--- config.mk ---
export PLATFORM = sky130hd
export DESIGN_NAME = riscv_tag_policy_pipe
export DESIGN_NICKNAME = d
export VERILOG_FILES = /design/src/rtl/riscv_tag_policy_pipe_pkg.sv /design/src/rtl/riscv_tag_policy_pipe_class_dec.sv /design/src/rtl/riscv_tag_policy_pipe.sv
export SDC_FILE = /design/constraint.sdc
export NUM_CORES = 1
export LEC_CHECK = 0
export BUFFER_PORTS_ARGS = -buffer_cell sky130_fd_sc_hd__buf_2
export CORE_MARGIN = 1.5
export CORE_UTILIZATION = 40
export CTS_CLUSTER_DIAMETER = 30
export CTS_CLUSTER_SIZE = 24
export DETAILED_ROUTE_END_ITERATION = 16
export HOLD_SLACK_MARGIN = 0.12
export PLACE_DENSITY = 0.77
export SLEW_MARGIN = 20
export SYNTH_ARGS = -nofsm -noshare
export SYNTH_HDL_FRONTEND = slang
export SYNTH_HIERARCHICAL = 1
export SYNTH_SLANG_ARGS = --single-unit
export TNS_END_PERCENT = 5
--- constraint.sdc ---
create_clock -name clk -period 1.8 [get_ports clk]
set_input_delay 0.18 -clock clk [delete_from_list [all_inputs] [get_ports clk]]
set_output_delay 0.18 -clock clk [all_outputs]
set_load 0.01 [all_outputs]
--- src/rtl/riscv_tag_policy_pipe_pkg.sv ---
// Shared definitions for the DIFT tag propagation policy decode.
// Contents:
//   - RISC-V major opcodes used by the tag policy
//   - tag class indices (bit positions in the one-hot class vector)
//   - tag_class_e: encoded class produced by the decoder
//   - tpr_field_lsb(): position of a class's enable field inside the TPR
package riscv_tag_policy_pipe_pkg;

    localparam logic [6:0] OPCODE_STORE  = 7'b0100011;
    localparam logic [6:0] OPCODE_LOAD   = 7'b0000011;
    localparam logic [6:0] OPCODE_OP     = 7'b0110011;
    localparam logic [6:0] OPCODE_OPIMM  = 7'b0010011;
    localparam logic [6:0] OPCODE_BRANCH = 7'b1100011;
    localparam logic [6:0] OPCODE_JAL    = 7'b1101111;
    localparam logic [6:0] OPCODE_JALR   = 7'b1100111;

    localparam int TAG_CLS_STORE  = 0;
    localparam int TAG_CLS_LOAD   = 1;
    localparam int TAG_CLS_ALU_R  = 2;
    localparam int TAG_CLS_ALU_I  = 3;
    localparam int TAG_CLS_BRANCH = 4;
    localparam int TAG_CLS_JUMP   = 5;
    localparam int TAG_N_CLS      = 6;

    typedef enum logic [2:0] {
        TAG_CLASS_STORE  = 3'd0,
        TAG_CLASS_LOAD   = 3'd1,
        TAG_CLASS_ALU_R  = 3'd2,
        TAG_CLASS_ALU_I  = 3'd3,
        TAG_CLASS_BRANCH = 3'd4,
        TAG_CLASS_JUMP   = 3'd5,
        TAG_CLASS_NONE   = 3'd7
    } tag_class_e;

    // Each class owns en_w consecutive TPR bits starting at cls*en_w.
    // The former fixed load/store enable bits are the class 0 field [1:0].
    function automatic int tpr_field_lsb(input int cls, input int en_w);
        return cls * en_w;
    endfunction

endpackage

--- src/rtl/riscv_tag_policy_pipe_class_dec.sv ---
// riscv_tag_class_dec: combinational instruction-class decoder for the
// tag propagation policy. Shared with the WB-stage tag check.
// Ports:
//   instr_rdata_i  in  32       instruction word (only the opcode is used)
//   class_o        out N_CLASS  one-hot class, all zero for untracked opcodes
module riscv_tag_class_dec
    import riscv_tag_policy_pipe_pkg::*;
#(
    parameter int N_CLASS = 6
) (
    input  logic [31:0]        instr_rdata_i,
    output logic [N_CLASS-1:0] class_o
);

    tag_class_e           cls;
    logic [TAG_N_CLS-1:0] onehot;
    logic                 unused_instr_bits;

    // Operand fields are irrelevant to classification.
    assign unused_instr_bits = ^instr_rdata_i[31:7];

    always_comb begin
        case (instr_rdata_i[6:0])
            OPCODE_STORE:             cls = TAG_CLASS_STORE;
            OPCODE_LOAD:              cls = TAG_CLASS_LOAD;
            OPCODE_OP:                cls = TAG_CLASS_ALU_R;
            OPCODE_OPIMM:             cls = TAG_CLASS_ALU_I;
            OPCODE_BRANCH:            cls = TAG_CLASS_BRANCH;
            OPCODE_JAL, OPCODE_JALR:  cls = TAG_CLASS_JUMP;
            default:                  cls = TAG_CLASS_NONE;
        endcase
    end

    always_comb begin
        onehot = '0;
        for (int i = 0; i < TAG_N_CLS; i++) begin
            onehot[i] = (int'(cls) == i);
        end
    end

    // Classes the parameterisation does not carry are simply not reported.
    for (genvar g = 0; g < N_CLASS; g++) begin : g_cls
        if (g < TAG_N_CLS) begin : g_used
            assign class_o[g] = onehot[g];
        end else begin : g_spare
            assign class_o[g] = 1'b0;
        end
    end

endmodule

--- src/rtl/riscv_tag_policy_pipe.sv ---
// riscv_tag_policy_pipe: one-entry ID->EX stage that decodes the DIFT tag
// policy of each instruction against the Tag Propagation Register (TPR).
// Ports:
//   clk, rst_n                      clock, synchronous active-low reset
//   instr_valid_i/instr_rdata_i     instruction offered by ID
//   id_ready_o                      stage can take an instruction this cycle
//   ex_valid_o/ex_ready_i           held decode result handshake with EX
//   flush_i                         kill the held result (and any accept)
//   tpr_we_i/tpr_wdata_i, tpr_o     TPR CSR write and read-back
//   class_o, enable_o               one-hot class and tag enables
//   is_store_o, is_load_o           class shortcuts for the tag ALU
//   cnt_clr_i, cnt_o                saturating count of policy-active consumes
module riscv_tag_policy_pipe
    import riscv_tag_policy_pipe_pkg::*;
#(
    parameter int          EN_W      = 2,
    parameter int          N_CLASS   = 6,
    parameter logic [31:0] TPR_RESET = 32'h0,
    parameter int          CNT_W     = 16
) (
    input  logic               clk,
    input  logic               rst_n,
    input  logic               instr_valid_i,
    input  logic [31:0]        instr_rdata_i,
    output logic               id_ready_o,
    output logic               ex_valid_o,
    input  logic               ex_ready_i,
    input  logic               flush_i,
    input  logic               tpr_we_i,
    input  logic [31:0]        tpr_wdata_i,
    output logic [31:0]        tpr_o,
    output logic [N_CLASS-1:0] class_o,
    output logic [EN_W-1:0]    enable_o,
    output logic               is_store_o,
    output logic               is_load_o,
    input  logic               cnt_clr_i,
    output logic [CNT_W-1:0]   cnt_o
);

    localparam int FLD_W = N_CLASS * EN_W;

    logic               ex_valid_q, ex_valid_d;
    logic [N_CLASS-1:0] class_q, class_d;
    logic [EN_W-1:0]    enable_q, enable_d;
    logic               is_store_q, is_store_d;
    logic               is_load_q, is_load_d;
    logic [31:0]        tpr_q, tpr_d;
    logic [CNT_W-1:0]   cnt_q, cnt_d;

    logic [N_CLASS-1:0] dec_class;
    logic [EN_W-1:0]    dec_enable;
    logic [FLD_W-1:0]   tpr_fields;
    logic               accept;
    logic               consume;

    riscv_tag_class_dec #(
        .N_CLASS (N_CLASS)
    ) u_class_dec (
        .instr_rdata_i (instr_rdata_i),
        .class_o       (dec_class)
    );

    // Fields that would sit above bit 31 read as zero.
    if (FLD_W <= 32) begin : g_fld_fit
        assign tpr_fields = tpr_q[FLD_W-1:0];
    end else begin : g_fld_ext
        assign tpr_fields = {{(FLD_W-32){1'b0}}, tpr_q};
    end

    always_comb begin
        dec_enable = '0;
        for (int c = 0; c < N_CLASS; c++) begin
            if (dec_class[c]) begin
                dec_enable = dec_enable | tpr_fields[tpr_field_lsb(c, EN_W) +: EN_W];
            end
        end
    end

    assign id_ready_o = !ex_valid_q || ex_ready_i;
    assign accept     = instr_valid_i && id_ready_o;
    assign consume    = ex_valid_q && ex_ready_i;

    // Result outputs are zeroed whenever the stage is empty.
    always_comb begin
        ex_valid_d = ex_valid_q;
        class_d    = class_q;
        enable_d   = enable_q;
        is_store_d = is_store_q;
        is_load_d  = is_load_q;
        if (flush_i || (consume && !accept)) begin
            ex_valid_d = 1'b0;
            class_d    = '0;
            enable_d   = '0;
            is_store_d = 1'b0;
            is_load_d  = 1'b0;
        end else if (accept) begin
            ex_valid_d = 1'b1;
            class_d    = dec_class;
            enable_d   = dec_enable;
            is_store_d = dec_class[TAG_CLS_STORE];
            is_load_d  = dec_class[TAG_CLS_LOAD];
        end
    end

    // The decode above uses tpr_q, so a same-cycle write only affects
    // later accepts.
    always_comb begin
        tpr_d = tpr_q;
        if (tpr_we_i) begin
            tpr_d = tpr_wdata_i;
        end
    end

    always_comb begin
        cnt_d = cnt_q;
        if (cnt_clr_i) begin
            cnt_d = '0;
        end else if (consume && (enable_q != '0) && (cnt_q != '1)) begin
            cnt_d = cnt_q + CNT_W'(1);
        end
    end

    always_ff @(posedge clk) begin
        if (!rst_n) begin
            ex_valid_q <= 1'b0;
            class_q    <= '0;
            enable_q   <= '0;
            is_store_q <= 1'b0;
            is_load_q  <= 1'b0;
            tpr_q      <= TPR_RESET;
            cnt_q      <= '0;
        end else begin
            ex_valid_q <= ex_valid_d;
            class_q    <= class_d;
            enable_q   <= enable_d;
            is_store_q <= is_store_d;
            is_load_q  <= is_load_d;
            tpr_q      <= tpr_d;
            cnt_q      <= cnt_d;
        end
    end

    assign ex_valid_o = ex_valid_q;
    assign class_o    = class_q;
    assign enable_o   = enable_q;
    assign is_store_o = is_store_q;
    assign is_load_o  = is_load_q;
    assign tpr_o      = tpr_q;
    assign cnt_o      = cnt_q;

endmodule

==> results.json, run 1 <==
{
  "status": "finished, final reports clean",
  "syn2layout_area_growth_pct": 51.89,
  "p_per_area_nw_per_um2": 784.4,
  "cts_buffers": 9,
  "period_share_pct": 97.15,
  "place_ws_ns": -0.07621,
  "synth_xor_xnor_area_share_pct": 0.3519,
  "overflow": 0,
  "drt-total-wl_mm": 7.301,
  "min-delay-start": "tpr_wdata_i[3]",
  "switching_share_pct": 23.90,
  "synth_fp_nets": 328,
  "clk_latency_ns": 0.33,
  "cts-root-buf": "clkbuf_8",
  "postSynth.asyncResetShare_pct": 0,
  "dp_hpwl_mm": 4.768,
  "cp-start-kind": "register",
  "yosys_warnings": 6,
  "fin_nets": 482,
  "ys_seq_elements": 57,
  "wl_per_cell_um": 14.90,
  "initial_core_util_pct": 41.79,
  "synth_compound_area_share_pct": 12.07,
  "finalClockSkew_ns": 0.01035,
  "finalWorstSetupSlack_ns": 0.05128,
  "relSlewSlack_pct": 57.09,
  "htreeDepth": 3,
  "p_comb_share_pct": 11.0,
  "path_cells": "nand4_2, or4_4, or4_4, a21oi_2",
  "slowest_delay_ns": 0.57,
  "syn-cell-area_sq_um": 2489,
  "drc": 0,
  "critPathRequiredTime_ns": 2.05,
  "num_vias": 2494,
  "fillers": 495,
  "pwr-share-seq_pct": 44.9,
  "syn_area_per_cell_sq_um": 9.721,
  "drv_cap": 0,
  "p_clk_share_pct": 44.1,
  "antenna_found_initial": 0,
  "slowest_stage": "or4_4",
  "n_antenna_cell": 0,
  "path_max_fanout": 4,
  "worst_pin_slew_ns": 0.6436,
  "finalHoldViolCount": 0,
  "synthCells": 256,
  "first_iter_violations": 54,
  "synth.mux.area_fraction_pct": 13.27,
  "ant_nets": 0,
  "postPlaceCellArea_sq_um": 3263,
  "clock.fmax_mhz": 571.8,
  "io_buffers": 105,
  "r2r-start": "cnt_o[7]",
  "cts_buffer_depth": 2,
  "rows": 28,
  "synth_top_family_by_area": "simple AND/OR/NAND/NOR gates",
  "synth_simple_gate_area_share_pct": 24.89,
  "firstDrtPassIters": 4,
  "cts_sinks": 57,
  "core_area_sq_um": 5956,
  "end_kind": "register",
  "yosys_most_used_dff": "dfxtp_1",
  "crit_path_start": "cnt_o[7]",
  "yosysSeqAreaShare_pct": 45.85,
  "synthAdderAreaFrac_pct": 0.5028,
  "gp_congestion": 0.8293,
  "clk_pin_slew_worst_paths_ns": 0.07,
  "viasPerCell": 5.090,
  "grt_pass1_vias": 2513,
  "synth.distinct_cells": 40,
  "critPathKind": "reg2reg",
  "drive_above_1_share_pct": 40.24,
  "p_int_mw": 2.256,
  "io_pins": 131,
  "final_cell_area_sq_um": 3780,
  "slew_violations": 0,
  "p_leak_nw": 1.721,
  "synth_edf_count": 0,
  "p_sw_mw": 0.7087,
  "grt_setup_unrepaired": "true",
  "grt_max_degree": 33,
  "crit_top_cell": "or4_4",
  "ir_worst_vdd_mv": 0.5780,
  "hold_ws_ns": 0.1321,
  "cts_tree": "done",
  "period_needed_ns": 1.749,
  "grt_use_total_pct": 23.11,
  "hp-class": "in2reg",
  "fp.dieArea_sq_um": 6704,
  "grt_pass1_wl_mm": 11.61,
  "die_h_um": 81.88,
  "crit_arrival_ns": 2.00,
  "setup_viol": 0,
  "die_w_um": 81.88
}
synthesized netlist by cell type, types with 2 or more instances:
cell | instances | area [sq um]
nor2_1 | 5 | 18.77
or2_2 | 3 | 18.77
inv_1 | 4 | 15.01
mux2i_1 | 33 | 330.3
o31ai_1 | 6 | 45.04
nor3_1 | 3 | 15.01
nand2b_1 | 3 | 18.77
nor2b_1 | 33 | 206.5
a21oi_1 | 22 | 110.1
nor4_1 | 2 | 12.51
buf_4 | 2 | 15.01
o21ai_0 | 7 | 35.03
nand2_1 | 10 | 37.54
or3_1 | 7 | 43.79
nand3_1 | 12 | 60.06
buf_1 | 4 | 15.01
dfxtp_1 | 57 | 1141
nand4_1 | 5 | 31.28
clkbuf_1 | 7 | 26.28
a22oi_1 | 6 | 45.04
or4_1 | 6 | 45.04
path summary, 6_finish.rpt:
kind	slack (ns)	cells past startpoint	to
max reg2reg	0.05	4	cnt_o[15]
min reg2reg	0.46	2	class_o[4]
min	0.13	3	tpr_o[3]
max	0.05	4	cnt_o[15]
cell type report:
| cell class | instances | area, sq um | area share [%] |
|---|---|---|---|
| Multi-Input combinational cell | 181 | 1303 | 34.46 |
| Clock buffer | 11 | 131.4 | 3.476 |
| Tap cell | 75 | 93.84 | 2.483 |
| Sequential cell | 57 | 1157 | 30.62 |
| Clock inverter | 5 | 80.08 | 2.119 |
| Timing Repair Buffer | 157 | 999.7 | 26.45 |
| Inverter | 4 | 15.01 | 0.3972 |
state kept, by name, indices dropped and copies added, names as in the netlist:
register and count:
class_o 6, ex_valid_o 1, cnt_o 16, tpr_o 32
enable_o 2
worst max-delay path: cells and delay by family, from the launching register on:
kind            cells  cell delay (ns)
compound gates      1             0.12
flops               1             0.36
simple gates        3             1.19
power by group through the flow:
stage / logic [mW] / clock network, mW / registers [mW]
final: 0.327 / 1.31 / 1.33
after global routing: 0.354 / 1.38 / 1.34
after CTS: 0.320 / 1.33 / 1.33
after detailed placement: 0.274 / 0 / 1.36
after global placement: 0.268 / 0 / 1.36
after floorplan: 0.122 / 0 / 1.38
cells in the final DEF, fill, tap and decap left out, drive strengths merged:
cell and instances:
buf 130, dfxtp 57, mux2i 33, nor2b 33, dlygate4sd3 27, a21oi 22, nand3 12, clkbuf 11
nand2 10, o21ai 8, or3 7, or4 7, o31ai 6, a22oi 6, nand4 6, nor2 5
inv 4, nand2b 3, or2 3, nor3 3, nor4 2, bufinv 2, clkinvlp 2, and3 2
o211a 1, o2111ai 1, o211ai 1, a21bo 1, o41ai 1, xor2 1, a21boi 1, ha 1
clkinv 1, and4b 1, and3b 1, nand4bb 1, and4bb 1, nor4b 1
logic make-up after synthesis:
family                     after synthesis
adders and majority gates                1
buffers and inverters                   18
and+or+nand+nor                         98
AOI/OAI and AO/OA                       48
muxes                                   33
DFF                                     57
xor gates and xnor gates                 1
repair_timing:
| action | CTS | global route |
|---|---|---|
| setup endpoints to repair | 4 | 13 |
| pin swaps | 1 | 3 |
| resized for setup | 1 | 8 |
| hold buffers | 27 | 0 |
| setup buffers | 1 | 0 |
| hold endpoints to repair | 27 | 0 |
routing by layer:
| metal | wire length, um | GRT usage, % |
|---|---|---|
| met4 | 132 | 10.51 |
| met5 | 0 | 0 |
| met3 | 533 | 7.333 |
| met2 | 3480 | 39.59 |
| met1 | 3155 | 26.03 |
per-stage QoR:
step                instances  setup TNS, ns  utilization, %  power (mW)
floorplan                 256      -0.009427               -       1.503
global placement          446       -0.01192           54.79       1.628
detailed placement        446       -0.09521           54.79       1.635
CTS                       490              0           63.07       2.987
global route              490       -0.01353           63.47       3.075
finish                    490              0           63.47       2.965
(Power assumes the default switching activity.)
==> run 2, diff against run 1 <==
- CORE_MARGIN: 1.5 -> default
- RECOVER_POWER: default -> 100
==> run 2 against run 1 <==
  * Final area shrank 4.5%
  * Non-clock buffer count shrank 6
  * Global-route usage shrank 1.1 points
  * Die area shrank 2.4%
  * Clock skew shrank 0.0014 ns
  * Count of clock-buffer cells in the layout is the same
  * Critical path depth grew 2
  * Final cell count shrank 1.2%
  * Register-to-register slack lost 0.02 ns
  * Sequential power is essentially flat
  * Sequential share of layout area grew 1.3 points
  * Largest cell class unchanged
  * Highest routed layer unchanged
==> results.json, run 2 (synthesis results as in run 1) <==
{
  "cp-start-kind": "register",
  "cts_buffers": 9,
  "clock.fmax_mhz": 566.3,
  "cts_buffer_depth": 2,
  "postPlaceCellArea_sq_um": 3233,
  "relSlewSlack_pct": 40.42,
  "io_buffers": 105,
  "initial_core_util_pct": 41.79,
  "p_leak_nw": 1.470,
  "core_area_sq_um": 5956,
  "p_int_mw": 2.131,
  "critPathRequiredTime_ns": 2.05,
  "finalClockSkew_ns": 0.008975,
  "setup_viol": 0,
  "first_iter_violations": 47,
  "clk_latency_ns": 0.33,
  "p_per_area_nw_per_um2": 784.6,
  "finalSetupTns_ns": 0,
  "overflow": 0,
  "viasPerCell": 5.157,
  "drv_cap": 0,
  "switching_share_pct": 24.77,
  "wl_per_cell_um": 14.69,
  "period_share_pct": 98.11,
  "crit_arrival_ns": 2.01,
  "hp-class": "in2reg",
  "io_pins": 131,
  "p_clk_share_pct": 42.3,
  "grt_pass1_vias": 2376,
  "pwr-share-seq_pct": 47.1,
  "grt_max_degree": 35,
  "cts_sinks": 57,
  "die_w_um": 80.88,
  "clk_pin_slew_worst_paths_ns": 0.07,
  "p_sw_mw": 0.7018,
  "die_h_um": 80.88,
  "end_kind": "register",
  "antenna_found_initial": 0,
  "p_comb_share_pct": 10.6,
  "hold_ws_ns": 0.1305,
  "grt_setup_unrepaired": "false",
  "drt-total-wl_mm": 7.111,
  "worst_pin_slew_ns": 0.8844,
  "critPathKind": "reg2reg",
  "cts-root-buf": "clkbuf_8",
  "cts_tree": "done",
  "num_vias": 2496,
  "n_antenna_cell": 0,
  "drc": 0,
  "final_cell_area_sq_um": 3611,
  "period_needed_ns": 1.766,
  "ant_nets": 0,
  "largest_reg_flops": 32,
  "grt_use_total_pct": 21.98,
  "path_max_fanout": 7,
  "firstDrtPassIters": 4,
  "grt_pass1_wl_mm": 10.87,
  "status": "finished, final reports clean",
  "syn2layout_area_growth_pct": 45.10,
  "final_cell_mix": "clkbuf_1, buf_2, dfxtp_1",
  "drive_above_1_share_pct": 25.92,
  "fp.dieArea_sq_um": 6541,
  "dp_hpwl_mm": 4.604,
  "finalHoldViolCount": 0,
  "gp_congestion": 0.7781,
  "ir_worst_vdd_mv": 0.5344,
  "rows": 28,
  "slew_violations": 0,
  "fin_nets": 476,
  "htreeDepth": 3
}
-- run 2: cell type report --
class,count,area [sq um]
flip-flops and latches,57,1151
repair buffers,151,857.1
multi-input cells,181,1297
clock inverters,5,55.05
inverters,4,15.01
well taps,75,93.84
clock buffers,11,141.4
fillers,553,2345
-- run 2: final timing paths --
kind / slack (ns) / startpoint / cells past startpoint / to
setup / recovery: 0.03 / ex_valid_o / 6 / cnt_o[9]
hold / removal: 0.13 / tpr_wdata_i[9] / 3 / tpr_o[9]
setup reg to reg: 0.03 / ex_valid_o / 6 / cnt_o[9]
hold reg to reg: 0.46 / class_o[2] / 2 / class_o[2]
-- run 2: worst max-delay path: stages (launching register included) --
cell	delay [ns]
dfxtp_1	0.33
clkbuf_1	0.21
o211a_1	0.26
o41ai_4	0.10
buf_4	0.18
or4_1	0.46
a21oi_1	0.15
-- run 2: through the flow --
stage | cells | utilization [%] | setup slack (ns) | power (mW)
after floorplan | 256 | - | -0.009427 | 1.503
after global placement | 442 | 54.29 | -0.01959 | 1.625
after detailed placement | 442 | 54.29 | -0.08710 | 1.634
after CTS | 484 | 61.93 | 0.02872 | 2.861
after global routing | 484 | 60.63 | 0.007371 | 2.939
final | 484 | 60.63 | 0.03410 | 2.833
-- run 2: power groups by stage --
stage / Combinational [mW] / Sequential (mW) / Clock (mW)
CTS: 0.314 / 1.34 / 1.21
global route: 0.327 / 1.34 / 1.27
finish: 0.302 / 1.33 / 1.20
floorplan: 0.122 / 1.38 / 0
global placement: 0.264 / 1.36 / 0
detailed placement: 0.272 / 1.36 / 0
-- run 2: repair_timing --
action | in CTS | in global routing
pin swaps | 1 | 3
setup buffers | 1 | 0
gates resized for setup | 1 | 6
setup endpoints to repair | 2 | 5
hold endpoints to repair | 25 | 0
hold buffers | 25 | 0
gates cloned | 0 | 0
-- run 2: metal layers --
| metal | share of wire [%] | vias to the layer above | routed length, um | track usage, % |
|---|---|---|---|---|
| li1 | - | 1221 | - | - |
| met1 | 43 | 1180 | 3040 | 24.49 |
| met2 | 52 | 91 | 3672 | 39.58 |
| met3 | 5.0 | 4 | 355 | 6.742 |
| met4 | 0.59 | 0 | 42 | 6.964 |
| met5 | 0 | - | 0 | 0 |
==> run 3, diff against run 2 <==
- PLACE_DENSITY: 0.77 -> 0.73
- clock period: 1.8 -> 1.6 ns (I/O delays scaled with it)
==> run 3 against run 2 <==
  * The run now ends with setup timing left
  * Worst setup slack got worse by 0.10 ns
  * Worst hold slack improved by 0.014 ns
  * Total power increased by 14%
  * Sequential power increased by 13%
  * Sequential share of layout area decreased by 1.8 points
  * Flip-flop and latch count unchanged
  * Non-clock buffer count increased by 22
  * Clock skew decreased by 0.0036 ns
  * Utilization increased by 4.7 points
  * Combinational power increased by 20%
  * Final cell count increased by 4.5%
  * Register-to-register slack got worse by 0.10 ns
==> results.json, run 3 (synthesis results as in run 1) <==
{
  "status": "complete, but fails checks",
  "violations": "setup timing",
  "die_h_um": 80.88,
  "worst_pin_slew_ns": 0.6921,
  "postPlaceCellArea_sq_um": 3371,
  "period_share_pct": 104.4,
  "instances_no_fill": 506,
  "rows": 28,
  "largest_reg_flops": 32,
  "die_w_um": 80.88,
  "clock.fmax_mhz": 598.8,
  "p_leak_nw": 1.608,
  "syn2layout_area_growth_pct": 56.41,
  "relSlewSlack_pct": 53.86,
  "gp_congestion": 0.7748,
  "crit_arrival_ns": 1.92,
  "critPathRequiredTime_ns": 1.85,
  "drc": 0,
  "grt_setup_unrepaired": "true",
  "io_pins": 131,
  "drive_above_1_share_pct": 31.32,
  "dp_hpwl_mm": 4.603,
  "core_area_sq_um": 5956,
  "drv_cap": 0,
  "wl_per_cell_um": 14.24,
  "critPathKind": "reg2reg",
  "final_cell_area_sq_um": 3892,
  "finalHoldViolCount": 0,
  "antenna_found_initial": 0,
  "fin_nets": 498,
  "n_antenna_cell": 0,
  "htreeDepth": 3,
  "clk_latency_ns": 0.33,
  "ant_nets": 0,
  "finalClockSkew_ns": 0.005416,
  "cts_sinks": 57,
  "grt_use_total_pct": 23.40,
  "hold_ws_ns": 0.1443,
  "finalSetupTns_ns": -0.3691,
  "io_buffers": 105,
  "period_needed_ns": 1.670,
  "final_common_cell": "buf_2",
  "final_cell_mix": "buf_2, clkbuf_1, dfxtp_1",
  "finalWorstSetupSlack_ns": -0.06991,
  "viasPerCell": 5.075,
  "hp-class": "in2reg",
  "place_ws_ns": -0.1037,
  "cts-root-buf": "clkbuf_8",
  "fp.dieArea_sq_um": 6541,
  "fin_total_pwr_mw": 3.241,
  "first_iter_violations": 76,
  "num_vias": 2568,
  "p_per_area_nw_per_um2": 832.6,
  "cts_tree": "done",
  "drt-total-wl_mm": 7.204,
  "firstDrtPassIters": 4,
  "grt_pass1_vias": 2516,
  "grt_max_degree": 35,
  "cts_buffers": 9,
  "initial_core_util_pct": 41.79,
  "grt_pass1_wl_mm": 11.56,
  "ir_worst_vdd_mv": 0.5746,
  "path_max_fanout": 4,
  "end_kind": "register",
  "place_inst": 454,
  "cp-start-kind": "register",
  "setup_viol": 13,
  "slew_violations": 0,
  "cts_buffer_depth": 2,
  "finalCoreUtilization_pct": 65.36,
  "fillers": 523,
  "clk_pin_slew_worst_paths_ns": 0.07,
  "overflow": 0
}
run 3: cell count changes in the layout (fill, tap and decap cells not counted), sizes merged:
| cell | change |
|---|---|
| clkinvlp | -2 |
| clkbuf | -1 |
| dlygate4sd3 | +7 |
| inv | +1 |
| clkinv | +2 |
| buf | +15 |
run 3: final cells by class:
class	instances	area, sq um	area share (%)
well taps	75	93.84	2.411
flip-flops and latches	57	1170	30.05
repair buffers	173	1059	27.19
clock buffers	10	137.6	3.536
inverters	4	15.01	0.3857
multi-input cells	181	1351	34.72
clock inverters	6	66.31	1.704
run 3: worst paths after layout:
| check | from | to | slack, ns | cells after the start |
|---|---|---|---|---|
| worst min register to register | class_o[3] | class_o[3] | 0.46 | 2 |
| worst max register to register | ex_valid_o | cnt_o[15] | -0.07 | 4 |
| worst min-delay path | flush_i | ex_valid_o | 0.14 | 3 |
| worst max-delay path | ex_valid_o | cnt_o[15] | -0.07 | 4 |
run 3: critical path, stage by stage, from the launching register on:
cell      delay (ns)
dfxtp_2         0.34
o211ai_1        0.12
or4_4           0.58
or4_1           0.41
a21oi_1         0.14
run 3: metal layers:
layer  vias up  routed length [um]  GRT usage [%]
met1      1167                3085          26.89
met3        13                 511          6.966
met2       110                3466          39.33
met4         0                 141          11.61
met5         -                   0              0
li1       1278                   -              -
run 3: repair_timing:
action,4_1_cts,5_1_grt
setup buffers,1,2
gates cloned,1,0
pin swaps,4,9
setup endpoints to repair,14,16
hold endpoints to repair,32,0
resized for setup,5,12
hold buffers,32,0
run 3: power by group:
| part | internal [mW] | switching (mW) | leakage (nW) |
|---|---|---|---|
| Combinational | 0.193 | 0.170 | 1.03 |
| Sequential | 1.46 | 0.0352 | 0.473 |
| Clock | 0.766 | 0.616 | 0.107 |
| Total | 2.42 | 0.821 | 1.61 |
